<file path="src/rtl/joy_serial_scan.sv">
// rtl/joy_serial_scan.sv - DB15 joystick shift-chain scanner with per-frame debounce
// Loads the adapter's PISO chain, clocks 24 bits out and publishes two 12-bit button words.
module joy_serial_scan #(
  parameter int CLK_DIV  = 24,
  parameter int NBITS    = 24,
  parameter int GAP      = 16,
  parameter int DEBOUNCE = 2
) (
  input  logic        clk,
  input  logic        rst_n,
  input  logic        JOY_DATA,
  output logic        JOY_CLK,
  output logic        JOY_LOAD,
  output logic [11:0] joystick1,
  output logic [11:0] joystick2,
  output logic        frame_strobe,
  output logic        frame_stable
);

  localparam int             IW        = $clog2(NBITS);
  localparam logic [7:0]     DIV_LAST  = 8'(CLK_DIV - 1);
  localparam logic [7:0]     GAP_LAST  = 8'(GAP - 1);
  localparam logic [IW-1:0]  IDX_LAST  = IW'(NBITS - 1);
  localparam logic [3:0]     MATCH_MAX = 4'(DEBOUNCE - 1);

  typedef enum logic [2:0] {IDLE, LOAD, SHIFT_LO, SHIFT_HI, DONE} state_t;

  state_t           state_q;
  logic [7:0]       presc_q;
  logic [7:0]       tcnt_q;
  logic [IW-1:0]    idx_q;
  logic [1:0]       sync_q;
  logic [NBITS-1:0] shift_q;
  logic [NBITS-1:0] prev_q;
  logic [3:0]       match_q;
  logic [3:0]       match_d;
  logic             tick;

  assign tick = (presc_q == DIV_LAST);

  // Free-running prescaler; DONE does not stall it, so frames may drift by up to one tick.
  always_ff @(posedge clk or negedge rst_n) begin
    if (!rst_n) begin
      presc_q <= '0;
    end else begin
      presc_q <= tick ? 8'd0 : presc_q + 8'd1;
    end
  end

  // Idle level is high (released buttons / unplugged adapter).
  always_ff @(posedge clk or negedge rst_n) begin
    if (!rst_n) begin
      sync_q <= 2'b11;
    end else begin
      sync_q <= {sync_q[0], JOY_DATA};
    end
  end

  always_comb begin
    match_d = '0;
    if (shift_q == prev_q) begin
      match_d = (match_q == MATCH_MAX) ? MATCH_MAX : match_q + 4'd1;
    end
  end

  always_ff @(posedge clk or negedge rst_n) begin
    if (!rst_n) begin
      state_q      <= IDLE;
      tcnt_q       <= '0;
      idx_q        <= '0;
      shift_q      <= '0;
      prev_q       <= '0;
      match_q      <= '0;
      JOY_CLK      <= 1'b0;
      JOY_LOAD     <= 1'b1;
      joystick1    <= '0;
      joystick2    <= '0;
      frame_strobe <= 1'b0;
      frame_stable <= 1'b0;
    end else begin
      unique case (state_q)
        IDLE: begin
          if (tick) begin
            if (tcnt_q == GAP_LAST) begin
              tcnt_q   <= '0;
              JOY_LOAD <= 1'b0;
              state_q  <= LOAD;
            end else begin
              tcnt_q <= tcnt_q + 8'd1;
            end
          end
        end
        LOAD: begin
          if (tick) begin
            if (tcnt_q == 8'd1) begin
              tcnt_q   <= '0;
              idx_q    <= '0;
              JOY_LOAD <= 1'b1;
              state_q  <= SHIFT_LO;
            end else begin
              tcnt_q <= tcnt_q + 8'd1;
            end
          end
        end
        SHIFT_LO: begin
          if (tick) begin
            shift_q[idx_q] <= ~sync_q[1];
            JOY_CLK        <= 1'b1;
            state_q        <= SHIFT_HI;
          end
        end
        SHIFT_HI: begin
          if (tick) begin
            JOY_CLK <= 1'b0;
            if (idx_q == IDX_LAST) begin
              frame_strobe <= 1'b1;
              state_q      <= DONE;
            end else begin
              idx_q   <= idx_q + 1'b1;
              state_q <= SHIFT_LO;
            end
          end
        end
        DONE: begin
          frame_strobe <= 1'b0;
          prev_q       <= shift_q;
          match_q      <= match_d;
          frame_stable <= (match_d == MATCH_MAX);
          if (match_d == MATCH_MAX) begin
            joystick1 <= shift_q[11:0];
            joystick2 <= shift_q[23:12];
          end
          tcnt_q  <= '0;
          state_q <= IDLE;
        end
        default: state_q <= IDLE;
      endcase
    end
  end

endmodule

</file>
<file path="config.mk">
export PLATFORM = sky130hd
export DESIGN_NAME = joy_serial_scan
export DESIGN_NICKNAME = d
export VERILOG_FILES = /design/src/rtl/joy_serial_scan.sv
export SDC_FILE = /design/constraint.sdc
export NUM_CORES = 1
export LEC_CHECK = 0
export ABC_AREA = 1
export CAP_MARGIN = 20
export CORE_MARGIN = 4
export CORE_UTILIZATION = 35
export CTS_BUF_LIST = sky130_fd_sc_hd__clkbuf_4 sky130_fd_sc_hd__clkbuf_8
export DETAILED_ROUTE_END_ITERATION = 7
export PLACE_DENSITY = 0.55
export SLEW_MARGIN = 15
export SYNTH_ARGS = -nofsm -noshare
export SYNTH_HDL_FRONTEND = slang
export SYNTH_SLANG_ARGS = --single-unit
</file>
<file path="constraint.sdc">
create_clock -name clk -period 2.08 [get_ports clk]
set_input_delay 0.52 -clock clk [delete_from_list [all_inputs] [get_ports clk]]
set_output_delay 0.52 -clock clk [all_outputs]
set_load 0.05 [all_outputs]
</file>
### After elaboration in Yosys (flattened, before gate mapping)

Index checks and enable logic that the tools add are counted.

* flip-flop bits (word level): 106
* input bits: 3
* logic and storage cells: 90

* add/subtract/negate cells: 4
* magnitude comparators: 2
* equality and inequality tests: 19
* muxes and demuxes: 35
* bitwise logic cells: 1
* reductions and logical operators: 15

Operators with widths (number)
* 8-bit 2-to-1 mux: 5
* 24-bit bitwise mux: 1
* 24-bit == test: 1
* 8-bit one-hot mux with 3 select lines: 1
* 3-bit 2-to-1 mux: 7
* 5-bit 2-to-1 mux: 4
* 8-bit by 1-bit adder with 8-bit output (second input constant): 2
* 2-bit != test (second input constant): 8
* 3-bit one-hot mux with 4 select lines: 1
* 5-bit one-hot mux with 2 select lines: 1
* 5-bit AND reduction: 2
* 1-bit 2-to-1 mux: 9
* 3-bit AND reduction: 3
* 4-bit by 1-bit == test with 1-bit output (second input constant): 2
* 8-bit by 1-bit == test with 1-bit output (second input constant): 1
* 8-bit by 4-bit == test with 1-bit output (second input constant): 1
* 8-bit by 5-bit == test with 1-bit output (second input constant): 1
* 4-bit 2-to-1 mux: 2
* 2-bit nonzero test: 4
* 3-bit by 2-bit == test with 1-bit output (second input constant): 2
* 5-bit by 6-bit less-than comparator with 1-bit output (second input constant): 1
* 1-bit one-hot mux with 2 select lines: 3
* 6-bit AND reduction: 1
* 5-bit by 1-bit adder with 5-bit output (second input constant): 1
* other kinds (11): 12

### Longest topological paths before layout

* word-level depth: 5
* depth in mapped cells: 13
* depth with buffers taken out: 12

### Worst setup path after synthesis

Ideal clock, no wire load.

* kind: flip-flop to flip-flop
* start point: register match_q[0]
* end point: register joystick1[0]
* library setup time: 0.118 ns
* data arrival time: 1.618 ns
* setup slack: 0.344 ns
* cell stages (with the launch flop): 8
* path buffers: 1
* period minus slack after synthesis: 1.736 ns
* cell sequence: dfrtp_1 > ha_1 > or2_2 > a21oi_1 > nand3_1 > clkbuf_1 > nand4_1 > nand2_1

* word-level cells in the longest chain between the ends: 5

Ends and longest elaborated chain
* from (decl): line 35 `logic [3:0] match_q;`
* from (signal assigned): line 127 `match_q <= match_d;`
* 4-bit by 1-bit adder with 4-bit output or 4-bit by 1-bit == test with 1-bit output (tied branches): line 62 `match_d = (match_q == MATCH_MAX) ? MATCH_MAX : match_q + 4'd1;`
* 4-bit 2-to-1 mux (*): line 62
* 4-bit 2-to-1 mux (*): line 61 `if (shift_q == prev_q) begin`
* 4-bit by 1-bit == test with 1-bit output (*): line 129 `if (match_d == MATCH_MAX) begin`
* 2-bit AND reduction (no line) (*)
* to (signal assigned): line 130 `joystick1 <= shift_q[11:0];`
* to (decl): line 14 `output logic [11:0] joystick1,`

Every way passes the cells marked *; elsewhere a longest branch is shown, timed or not.
A chain may end at the register's enable or synchronous reset.

### Final worst setup path

* start point: register shift_q[0]
* end point: register joystick1[7]

* word-level cells in the longest chain between the ends: 4

Ends and longest elaborated chain
* from (decl): line 33 `logic [NBITS-1:0] shift_q;`
* from (signal, indexed assignment): line 107 `shift_q[idx_q] <= ~sync_q[1];`
* 24-bit == test: line 61
* 4-bit 2-to-1 mux: line 61
* 4-bit by 1-bit == test with 1-bit output: line 129
* 2-bit AND reduction (no line)

Every way passes these cells.

==> impl_metrics.csv <==
group,metric,value,unit
setup_path,crit_type,"reg -> reg",
clocking,worst_setup_hold_path_clk_slew,110,ps
route,detail_route.wirelength,12200,microns
setup_path,rr_worst_depth,12,
layout,commonest_non_fill_non_tap_cell_in_the_layout,"sky130_fd_sc_hd__nand2_1",
power,p_seq_share,59.3,%
synth,synth_area_per_cell,7.91,sq um
placed_design,place.gp.congestion,0.806,
synth,yosysUniqueCellTypes,36,
power,intPower,0.00268,W
sta,tightest_slew,618,ps
global_routing,grt_overflow_total,0,
power,vdd_ir_drop_max,435,uV
setup_path,critPathArrivalTime,2140,ps
clocking,cts_buffer_depth,2,
floorplan,floorplan.initialDensity,35.6,%
clocking,clock_sinks,106,
sta,final.min_clock_period,1850,ps
synth,count_of_state_elements_after_synthesis,106,
clocking,setup_bufs_post_cts,0,
setup_path,crit_path_end_kind,"flop",
run_status,run_status,"finished clean",
route,drt_first_iter_violations,253,
sta,timing_hold_violations_final,0,
clocking,ctsResizeCount,21,
power,switching_power,0.000815,W
setup_path,critical_path_buf_inv_count,2,
route,num_vias,4375,
route,avgViaCountPerCell,4.78,
sta,unrepaired_setup_endpoints_after_global_routing,"no",
synth,yosys_most_used_dff,"sky130_fd_sc_hd__dfrtp_1",
route,wire_per_inst,13.3,microns
clocking,postCtsHoldBufs,0,
synth,yosysWarnings,0,
setup_path,cp.depth,12,
clocking,clk_latency,390,ps
route,drt.antenna.violating_nets,0,
global_routing,grt_pass1_wl,21700,microns
power,p_clk_share,39.2,%
sta,fin_skew,13.9,ps
floorplan,die_x,132,microns
floorplan,chipHeight,132,microns
global_routing,globalRouteTotalUtil,15.1,%
synth,synth.cell_area,0.00542,sq mm
layout,drive_above_1_share,9.75,%
setup_path,cp_data_required_time,2370,ps
power,totalPowerFinal,0.00349,W
route,remaining_drc_errors,0,
layout,area.growth.synth_to_final,13.9,%
floorplan,floorplan.die_area,0.0175,sq mm
synth,syn_nets,697,
global_routing,number_of_global_route_vias_before_repair,4363,
synth,synth_sequential_area_ratio,49.0,%
synth,synth-edff-count,0,
power,power.switching_fraction,23.3,%
placed_design,port-buffer-count,30,
power,combPwrFrac,1.5,%
setup_path,cpPeakStageDelay,440,ps
synth,synth_top_area_cell,"sky130_fd_sc_hd__dfrtp_1",
floorplan,area_of_the_core,0.0152,sq mm
clocking,tritoncts.num_buffers,9,
clocking,cts_tree,"built",
layout,final_cell_area,0.00617,sq mm
clocking,htree_levels,3,
sta,final.period_utilization,88.9,%
route,first_pass_detailed_route_iteration_total,4,
sta,relSlewSlack,58.5,%
sta,layout_setup_ws,231,ps
synth,synth_top_area_share,47.6,%
sta,final.setup.tns,0,ps
setup_path,timing.critical_path.mode_cell,"sky130_fd_sc_hd__nand2_1",
setup_path,cp-start-kind,"flop",
layout,insertedDiodeCount,0,
setup_path,crit_path_cell_trace,"inv_1 > nand2_1 > nand2_1 > nor2_1 > nand2_1 > nor2_1 > nand2_1 > nor2_2 > nand4_4 > buf_4 > nand2_1 > nand2_1",
floorplan,std_cell_rows,45,
setup_path,crit_slowest_cell,"sky130_fd_sc_hd__dfrtp_1",
floorplan,num_io_pins,31,
power,power_density,566,mW/mm^2
sta,final-setup-viol-count,0,
placed_design,dp_slack,246,ps
synth,postSynthCellCount,685,
layout,total_nets_final,735,
clocking,clockRootBuffer,"sky130_fd_sc_hd__clkbuf_8",
setup_path,critical_path.max_fanout,12,
synth,ys_async_sr_fraction,100,%
placed_design,post_dp_cell_area,0.00599,sq mm
sta,timing.final.max_slew_violations,0,
placed_design,place_hpwl,8730,microns
global_routing,antenna_found_initial,0,
layout,final_cell_mix,"sky130_fd_sc_hd__nand2_1 (234), sky130_fd_sc_hd__dfrtp_1 (103), sky130_fd_sc_hd__inv_1 (71)",
run,max_cap_violation_count,0,
power,power_leakage,3.12,nW
hold_path,hold_path_class,"in -> async",
setup_path,cpLargestDelayFamily,"simple AND/OR/NAND/NOR gates",
global_routing,maximum_number_of_pins_on_one_net_before_global_route_repair,37,
layout,fillCellCount,1574,
sta,achievable-frequency,0.541,GHz
synth,top_cells_by_area_in_the_synthesized_netlist,"sky130_fd_sc_hd__dfrtp_1 (48%), sky130_fd_sc_hd__nand2_1 (16%), sky130_fd_sc_hd__inv_1 (4.9%)",
## flip-flops by register name (all words and copies together), names as in the netlist
| register | cells |
|---|---|
| frame_strobe | 1 |
| idx_q | 5 |
| state_q | 3 |
| JOY_LOAD | 1 |
| tcnt_q | 8 |
| presc_q | 8 |
| joystick2 | 12 |
| sync_q | 2 |
| match_q | 4 |
| prev_q | 24 |
| joystick1 | 12 |
| frame_stable | 1 |
| shift_q | 24 |
| JOY_CLK | 1 |
## area by class of cell
| type | instances | area, sq um | share of cell area [%] |
|---|---|---|---|
| sequential | 106 | 2660 | 43.0 |
| multi-input combinational | 478 | 2340 | 37.9 |
| timing repair buffer | 49 | 434 | 7.04 |
| inverter | 79 | 297 | 4.81 |
| tap | 188 | 235 | 3.81 |
| clock buffer | 10 | 138 | 2.23 |
| clock inverter | 6 | 73.8 | 1.20 |
## final timing paths
path	startpoint	endpoint	slack (ps)
max	shift_q[0]	joystick1[7]	230
min	rst_n	joystick2[9]	80
max reg2reg	shift_q[0]	joystick1[7]	230
min reg2reg	sync_q[0]	sync_q[1]	360
max in group asynchronous	rst_n	JOY_LOAD	1360
min in group clk	sync_q[0]	sync_q[1]	360
## per-stage QoR
| step | hold WS (ps) | cells | util (%) |
|---|---|---|---|
| 2_1_floorplan | 224 | 685 | - |
| 3_3_place_gp | 350 | 900 | 39.4 |
| 3_5_place_dp | 349 | 900 | 39.4 |
| 4_1_cts | 69.1 | 916 | 40.6 |
| 5_1_grt | 87.7 | 916 | 40.6 |
| 6_report | 81.3 | 916 | 40.6 |
## synthesized netlist by cell type (2+ instances only)
cell                       number
sky130_fd_sc_hd__nand2_1      234
sky130_fd_sc_hd__dfrtp_1      103
sky130_fd_sc_hd__inv_1         71
sky130_fd_sc_hd__o21ai_0       53
sky130_fd_sc_hd__nor2_1        44
sky130_fd_sc_hd__nand3_1       39
sky130_fd_sc_hd__nand4_1       26
sky130_fd_sc_hd__xor2_1        14
sky130_fd_sc_hd__clkbuf_1      13
sky130_fd_sc_hd__a21oi_1       11
sky130_fd_sc_hd__o21ai_1       10
sky130_fd_sc_hd__ha_1           9
sky130_fd_sc_hd__inv_2          8
sky130_fd_sc_hd__nor3_1         8
sky130_fd_sc_hd__xnor2_1        7
sky130_fd_sc_hd__buf_6          4
sky130_fd_sc_hd__nor2_2         4
sky130_fd_sc_hd__buf_4          3
sky130_fd_sc_hd__dfstp_2        3
sky130_fd_sc_hd__o21ai_2        3
sky130_fd_sc_hd__o22ai_1        2
sky130_fd_sc_hd__or2_2          2
## layer usage
metal  wire length (microns)  GRT usage [%]  share of wire, %
met1                    5800           19.9                47
met2                    5820           25.0                48
met3                     460           3.99               3.8
met4                     144           3.64               1.2
met5                       0              0                 0
## logic make-up (layout without fill, tap and decap cells)
| logic type | Yosys count | count (layout) | synth area share, % |
|---|---|---|---|
| DFF | 106 | 106 | 49.0 |
| and+or+nand+nor | 365 | 365 | 29.3 |
| adders and majority gates | 9 | 9 | 2.08 |
| AOI/OAI and AO/OA | 83 | 83 | 8.31 |
| buffers and inverters | 101 | 144 | 7.85 |
| xor gates and xnor gates | 21 | 21 | 3.39 |
## power groups by stage
stage,Clock (W),Sequential [W],Combinational [W]
floorplan,0,0.00210,0.00000396
global placement,0,0.00211,0.0000551
detailed placement,0,0.00211,0.0000560
CTS,0.00143,0.00207,0.0000562
global route,0.00152,0.00207,0.0000627
finish,0.00137,0.00207,0.0000521
Power figures use the tool's default switching activity.
